<file path="src/rtl/idli_sqi_ctrl_m.sv">
// idli_sqi_ctrl_m: nibble-serial SQI (quad-SPI) SRAM host controller.
// Issues READ (0x03) / WRITE (0x02) in sequential mode. Each word is moved as four
// nibbles per 16b word, with optional multi-word bursts.
// Ports:
//   i_sqi_gck, i_sqi_rst_n           clock, asynchronous active-low reset
//   i_sqi_req, i_sqi_wr, i_sqi_addr  core request, direction, word address
//   o_sqi_ack                        request accepted (combinational, IDLE only)
//   i_sqi_cont                       continue burst, sampled on the last nibble of a word
//   i_sqi_wr_data, o_sqi_wr_rdy      write nibble, consumed every write DATA cycle
//   o_sqi_rd_data, o_sqi_rd_vld      registered read nibble and its valid
//   o_sqi_cs_n, o_sqi_sck_en         chip select (active low), SCK gate enable
//   o_sqi_sio, o_sqi_sio_oe          SIO output nibble and output enable
//   i_sqi_sio                        SIO input nibble
module idli_sqi_ctrl_m #(
    parameter int DUMMY_NIBBLES = 2
) (
    input  logic        i_sqi_gck,
    input  logic        i_sqi_rst_n,
    input  logic        i_sqi_req,
    input  logic        i_sqi_wr,
    input  logic [15:0] i_sqi_addr,
    output logic        o_sqi_ack,
    input  logic        i_sqi_cont,
    input  logic [3:0]  i_sqi_wr_data,
    output logic        o_sqi_wr_rdy,
    output logic [3:0]  o_sqi_rd_data,
    output logic        o_sqi_rd_vld,
    output logic        o_sqi_cs_n,
    output logic        o_sqi_sck_en,
    output logic [3:0]  o_sqi_sio,
    output logic        o_sqi_sio_oe,
    input  logic [3:0]  i_sqi_sio
);
    typedef enum logic [2:0] {S_IDLE, S_CMD, S_ADDR, S_DUMMY, S_DATA, S_END} state_t;

    localparam logic [2:0] DUMMY_LAST = 3'(DUMMY_NIBBLES - 1);

    state_t      r_state;
    state_t      w_state_nxt;
    logic [2:0]  r_cnt;
    logic [2:0]  w_cnt_nxt;
    logic        r_wr;
    logic [23:0] r_addr;
    logic [3:0]  r_sio;
    logic [3:0]  w_sio_nxt;
    logic [3:0]  r_rd_data;
    logic        r_rd_vld;
    logic        w_active;
    logic        w_data_wr;
    logic        w_data_rd;
    logic [23:0] w_addr_sh;

    always_ff @(posedge i_sqi_gck or negedge i_sqi_rst_n) begin
        if (!i_sqi_rst_n) begin
            r_state <= S_IDLE;
            r_cnt   <= 3'd0;
        end else begin
            r_state <= w_state_nxt;
            r_cnt   <= w_cnt_nxt;
        end
    end

    always_comb begin
        w_state_nxt = r_state;
        case (r_state)
            S_IDLE:  w_state_nxt = i_sqi_req ? S_CMD : S_IDLE;
            S_CMD:   w_state_nxt = (r_cnt == 3'd1) ? S_ADDR : S_CMD;
            S_ADDR:  w_state_nxt = (r_cnt == 3'd5) ? (r_wr ? S_DATA : S_DUMMY) : S_ADDR;
            S_DUMMY: w_state_nxt = (r_cnt == DUMMY_LAST) ? S_DATA : S_DUMMY;
            S_DATA:  w_state_nxt = (r_cnt == 3'd3 && !i_sqi_cont) ? S_END : S_DATA;
            S_END:   w_state_nxt = S_IDLE;
            default: w_state_nxt = S_IDLE;
        endcase
    end

    // Counter restarts on every state change and at each word boundary of a burst.
    assign w_cnt_nxt = (w_state_nxt != r_state || r_state == S_IDLE ||
                        (r_state == S_DATA && r_cnt == 3'd3)) ? 3'd0 : r_cnt + 3'd1;

    // Nibble to present next cycle: opcode high nibble is 0 for both commands,
    // low nibble is 3 (read) or 2 (write); address goes out MS nibble first.
    assign w_addr_sh = r_addr << {w_cnt_nxt, 2'b00};
    assign w_sio_nxt = (w_state_nxt == S_CMD)  ? ((w_cnt_nxt == 3'd0) ? 4'h0 : {3'b001, ~r_wr}) :
                       (w_state_nxt == S_ADDR) ? w_addr_sh[23:20] : 4'h0;

    assign w_active  = (r_state != S_IDLE) && (r_state != S_END);
    assign w_data_wr = (r_state == S_DATA) && r_wr;
    assign w_data_rd = (r_state == S_DATA) && !r_wr;

    always_ff @(posedge i_sqi_gck or negedge i_sqi_rst_n) begin
        if (!i_sqi_rst_n) begin
            r_wr      <= 1'b0;
            r_addr    <= 24'd0;
            r_sio     <= 4'h0;
            r_rd_data <= 4'h0;
            r_rd_vld  <= 1'b0;
        end else begin
            r_sio    <= w_sio_nxt;
            r_rd_vld <= w_data_rd;
            if (w_data_rd) r_rd_data <= i_sqi_sio;
            if (r_state == S_IDLE && i_sqi_req) begin
                r_wr   <= i_sqi_wr;
                r_addr <= {7'b0, i_sqi_addr, 1'b0};
            end
        end
    end

    assign o_sqi_ack     = (r_state == S_IDLE) && i_sqi_req;
    assign o_sqi_cs_n    = !w_active;
    assign o_sqi_sck_en  = w_active;
    assign o_sqi_sio_oe  = (r_state == S_CMD) || (r_state == S_ADDR) || w_data_wr;
    // Write data streams straight from the core with no extra pipeline stage.
    assign o_sqi_sio     = w_data_wr ? i_sqi_wr_data : r_sio;
    assign o_sqi_wr_rdy  = w_data_wr;
    assign o_sqi_rd_data = r_rd_data;
    assign o_sqi_rd_vld  = r_rd_vld;
endmodule

</file>
<file path="config.mk">
export PLATFORM = sky130hd
export DESIGN_NAME = idli_sqi_ctrl_m
export DESIGN_NICKNAME = d
export VERILOG_FILES = /design/src/rtl/idli_sqi_ctrl_m.sv
export SDC_FILE = /design/constraint.sdc
export NUM_CORES = 1
export LEC_CHECK = 0
export ABC_CLOCK_PERIOD_IN_PS = 3650
export CAP_MARGIN = 10
export CORE_MARGIN = 10
export CORE_UTILIZATION = 51
export DETAILED_ROUTE_END_ITERATION = 16
export MAX_ROUTING_LAYER = met4
export PLACE_DENSITY_LB_ADDON = 0.12
export SLEW_MARGIN = 20
export SYNTH_ARGS = -nofsm -noshare
export SYNTH_HDL_FRONTEND = slang
export SYNTH_SLANG_ARGS = --single-unit
</file>
<file path="constraint.sdc">
create_clock -name i_sqi_gck -period 3.65 [get_ports i_sqi_gck]
set_input_delay 0.5475 -clock i_sqi_gck [delete_from_list [all_inputs] [get_ports i_sqi_gck]]
set_output_delay 0.5475 -clock i_sqi_gck [all_outputs]
set_load 0.02 [all_outputs]
</file>
* Word level (Yosys, flattened, before mapping)
Cells that the tools add are included.
Word-level totals: bits in registers 32, input bits 29, output and inout bits 14, logic and storage cells 49
Cells by class: $add $sub $neg 1, equal/unequal tests 11, shift-type cells 1, mux-type cells 12, bitwise gates (word level) 1, reductions and logical operators 16
Operators by type and width (number):
- << shifter 17 x 5 -> 24 bit | 1
- case mux 3 bit (5 select lines) | 1
- equality test 3 x 2 -> 1 bit (second input constant) | 4
- two-way mux 3 bit | 4
- two-way mux 4 bit | 3
- equality test 3 x 1 -> 1 bit (second input constant) | 3
- equality test 3 bit (second input constant) | 2
- logical AND 1 bit | 6
- zero test 3 bit | 2
- logical OR 1 bit | 4
- two-way mux 2 bit | 2
- adder 3 x 1 -> 3 bit (second input constant) | 1
- zero test 1 bit | 3
- != test 3 bit | 1
- != test 3 bit (second input constant) | 1
- nonzero test 3 bit | 1
- two-way mux 1 bit | 2
- NOT 1 bit | 1

* Longest topological paths before layout
depth after elaboration 11, mapped depth 7, gate-level depth less buffers 7

* Worst setup path before layout
OpenSTA, ideal clock, no wires.
path kind register to output, from register r_state[1], to output o_sqi_sio[0], arrival 1.872 ns, required time 3.102 ns, slack 1.231 ns, stages on the path, launching flop included 5, buffers on the path 1, cells stage by stage dfrtp_1 -> buf_2 -> or3b_2 -> nor2_1 -> mux2_2
On the way: cells in the longest elaborated chain, start to end 3
Ends and longest elaborated chain:
- start: declaration | line 38 | state_t r_state;
- start signal: assignment | line 58 | r_state <= w_state_nxt;
- equality test 3 bit | line 87 | assign w_data_wr = (r_state == S_DATA) && r_wr;
- logical AND 1 bit | line 87
- via o_sqi_wr_rdy | line 25 | output logic o_sqi_wr_rdy,
- two-way mux 4 bit | line 113 | assign o_sqi_sio = w_data_wr ? i_sqi_wr_data : r_sio;
- end: declaration | line 30 | output logic [3:0] o_sqi_sio,
The timed path passes the listed nets, and every way through them passes these cells.

* Worst setup path in the final report
from register r_state[0], to output o_sqi_sio[2]
On the way: cells in the longest elaborated chain, start to end 3
Ends and longest elaborated chain (line):
- equality test 3 bit | 87
- logical AND 1 bit | 87
- two-way mux 4 bit | 113
Every way passes these cells.

==> impl_metrics.csv <==
group,metric,value,unit
sta,worstMarginPinSlew,0.6059,ns
logic_synthesis,synth_top_area_share,50.20,%
clocking,worstSkewPairLatency,0.33,ns
logic_synthesis,postSynthAreaPerCell,11.82,um2
global_route,grt_max_degree,33,
layout,n_antenna_cell,0,
sta,worst_slack,0.4484,ns
status,status,"complete, no violations",
power,p_seq_share,37.6,%
floorplanning,core,0.003028,mm2
sta,finClkSkew,0.01163,ns
detailed_routing,ant_nets,0,
layout,area_delta_synth_final,32.31,%
placement,port_buffers,42,
global_route,grt_pass1_wl,6292,um
clocking,postCtsSetupBuffers,0,
logic_synthesis,synth_nets,167,
logic_synthesis,synth_area_leaders,"dfrtp_1 50%, mux2_2 16%, mux2i_1 4.4%, ha_1 2.4%, inv_1 2.1%",
clocking,cts_htree_levels,2,
setup_path,cp-end-kind,"output pin",
layout,layout_common_cells,"42 x clkdlybuf4s50_1, 32 x dfrtp_1, 23 x mux2_2",
placement,place_inst,216,
global_route,grt_pass1_vias,1298,
global_route,antenna_found_initial,0,
detailed_routing,first_pass_iters,4,
sta,maxSlewHeadroom,59.24,%
sta,drv_slew,0,
clocking,cts_buffers,5,
detailed_routing,vias,1179,
clocking,clockRootBuffer,"clkbuf_4",
setup_path,crit_fanout,12,
layout,mostFrequentLayoutCell,"clkdlybuf4s50_1",
floorplanning,die_h,75.93,um
layout,drive_gt1_share,21.11,%
clocking,clockBufferDepth,2,
floorplanning,dieWidth,75.93,um
sta,max_freq,0.3123,GHz
logic_synthesis,ys_warn_count,0,
logic_synthesis,synth_top_area_cell,"dfrtp_1",
clocking,clkTransAtPathRegs,0.09,ns
detailed_routing,wl_per_cell,16.52,um
sta,rsz0062_at_grt,"no",
global_route,grt.overflow.total,0,
logic_synthesis,netlist_area,0.001595,mm2
layout,stdcell_count,224,
clocking,cts_tree,"done",
logic_synthesis,syn-instance-count,135,
clocking,cts_resized,0,
placement,pre_cts_slack,0.8079,ns
power,vdd_ir_drop_max,415.0,uV
power,pwr-share-clk,12.1,%
logic_synthesis,ys_types,35,
setup_path,path_class,"reg -> out",
sta,finalHoldViolCount,0,
power,combPwrFrac,50.3,%
setup_path,startpoint_type,"flop",
floorplanning,start_util,52.69,%
global_route,grt_usage,13.62,%
sta,fin_tns_setup,0,ns
sta,worst_hold_slack,0.5144,ns
min_path,hold_path_class,"reg -> reg",
clocking,holdBufCountCts,0,
placement,place.gp.congestion,0.8983,
logic_synthesis,synth-seq-cells,32,
logic_synthesis,seq_area_frac_synth,50.20,%
setup_path,critPathArrivalTime,2.65,ns
run,maxCapViolCount,0,
power,leakagePower,0.0008956,uW
power,p_sw,656.1,uW
power,internal-power,1057,uW
clocking,cts_sinks,32,
sta,setup_violations,0,
power,p_per_area,811.7,mW/mm2
setup_path,worstPathRequired,3.10,ns
detailed_routing,viasPerCell,5.263,
detailed_routing,drc_errors,0,
detailed_routing,drt_iter0_markers,46,
layout,nNetsFinal,211,
sta,finalCritPeriodShare,87.71,%
floorplanning,die_area,0.005765,mm2
placement,dpl.hpwl,2953,um
floorplanning,rows,20,
layout,utilization,69.71,%
sta,fin_crit,3.202,ns
detailed_routing,drt-total-wl,3701,um
power,power_switching_share,38.30,%
floorplanning,ios,43,
-- power by group through the flow --
stage	Sequential [uW]	Combinational (uW)	Clock, uW
6_report	644	862	208
4_1_cts	644	869	211
5_1_grt	668	939	233
3_5_place_dp	653	863	0
2_1_floorplan	589	653	0
3_3_place_gp	641	837	0
-- kinds of logic after synthesis --
kind of cell,count (synthesis),share of synthesized area [%]
buf+inv,16,4.627
flops,32,50.20
simple gates,33,12.71
compound gates,21,9.490
mux,30,20.63
fa+ha+maj,3,2.353
-- worst max-delay path, stage by stage, from the launching register on --
cell             delay, ns
dfrtp_1               0.50
or3b_2                0.56
nor2_1                0.34
mux2_2                0.39
clkdlybuf4s50_1       0.54
-- path summary, 6_finish.rpt --
path | startpoint | to | slack [ns] | cells after the start
max | r_state[0]$_DFF_PN0_ | o_sqi_sio[2] | 0.45 | 4
min | r_addr[15]$_DFFE_PN0P_ | r_addr[15]$_DFFE_PN0P_ | 0.51 | 1
max reg2reg | r_cnt[0]$_DFF_PN0_ | r_sio[0]$_DFF_PN0_ | 1.48 | 5
min reg2reg | r_addr[15]$_DFFE_PN0P_ | r_addr[15]$_DFFE_PN0P_ | 0.51 | 1
max in group asynchronous | i_sqi_rst_n | r_addr[10]$_DFFE_PN0P_ | 2.76 | 2
min in group asynchronous | i_sqi_rst_n | r_addr[8]$_DFFE_PN0P_ | 0.60 | 2
-- cell usage after synthesis --
| master | instances |
|---|---|
| o21ai_1 | 1 |
| nand2_1 | 5 |
| nor3_1 | 2 |
| a311oi_2 | 1 |
| o31ai_2 | 1 |
| nand2b_1 | 3 |
| o22ai_1 | 3 |
| nor2_1 | 8 |
| buf_6 | 1 |
| o221ai_1 | 1 |
| or2_4 | 1 |
| buf_2 | 5 |
| o32ai_1 | 1 |
| a21oi_1 | 4 |
| or3_1 | 1 |
| or3_2 | 1 |
| inv_1 | 9 |
| clkbuf_1 | 1 |
| a31oi_1 | 1 |
| or3b_2 | 1 |
| ha_1 | 3 |
| nor4_1 | 1 |
| nand3b_1 | 1 |
| nor4b_1 | 1 |
| nor3b_1 | 3 |
| mux2i_1 | 7 |
| nor2b_1 | 1 |
| mux2_2 | 23 |
| a311o_1 | 1 |
| nand3b_4 | 1 |
| dfrtp_1 | 32 |
| or2b_1 | 2 |
| o21ai_0 | 4 |
| o22a_1 | 3 |
| or4_1 | 1 |
-- state kept, by name, indices dropped and copies added (netlist names) --
signal,flops
o_sqi_rd_data,4
o_sqi_rd_vld,1
r_addr,16
r_cnt,3
r_sio,4
r_state,3
r_wr,1
-- per-layer routing --
| metal | vias up | share of wire [%] | GRT usage (%) |
|---|---|---|---|
| met4 | 0 | 1.7 | 5.303 |
| met1 | 570 | 40 | 13.38 |
| met2 | 34 | 55 | 24.06 |
| met5 | - | 0 | - |
| li1 | 568 | - | - |
| met3 | 7 | 3.6 | 4.717 |
-- layout make-up --
type | count | area (um2)
Fill cell | 237 | 917.1
Sequential cell | 32 | 800.8
Multi-Input combinational cell | 87 | 726.9
Timing Repair Buffer | 44 | 435.4
Clock buffer | 8 | 58.81
Tap cell | 44 | 55.05
Inverter | 9 | 33.78
-- stage by stage --
step / area [um2] / power [uW]
2_1_floorplan: 1595 / 1242
3_3_place_gp: 2052 / 1478
3_5_place_dp: 2052 / 1516
4_1_cts: 2111 / 1724
5_1_grt: 2111 / 1840
6_report: 2111 / 1713
Note: power is estimated with default switching activity, not from simulation.
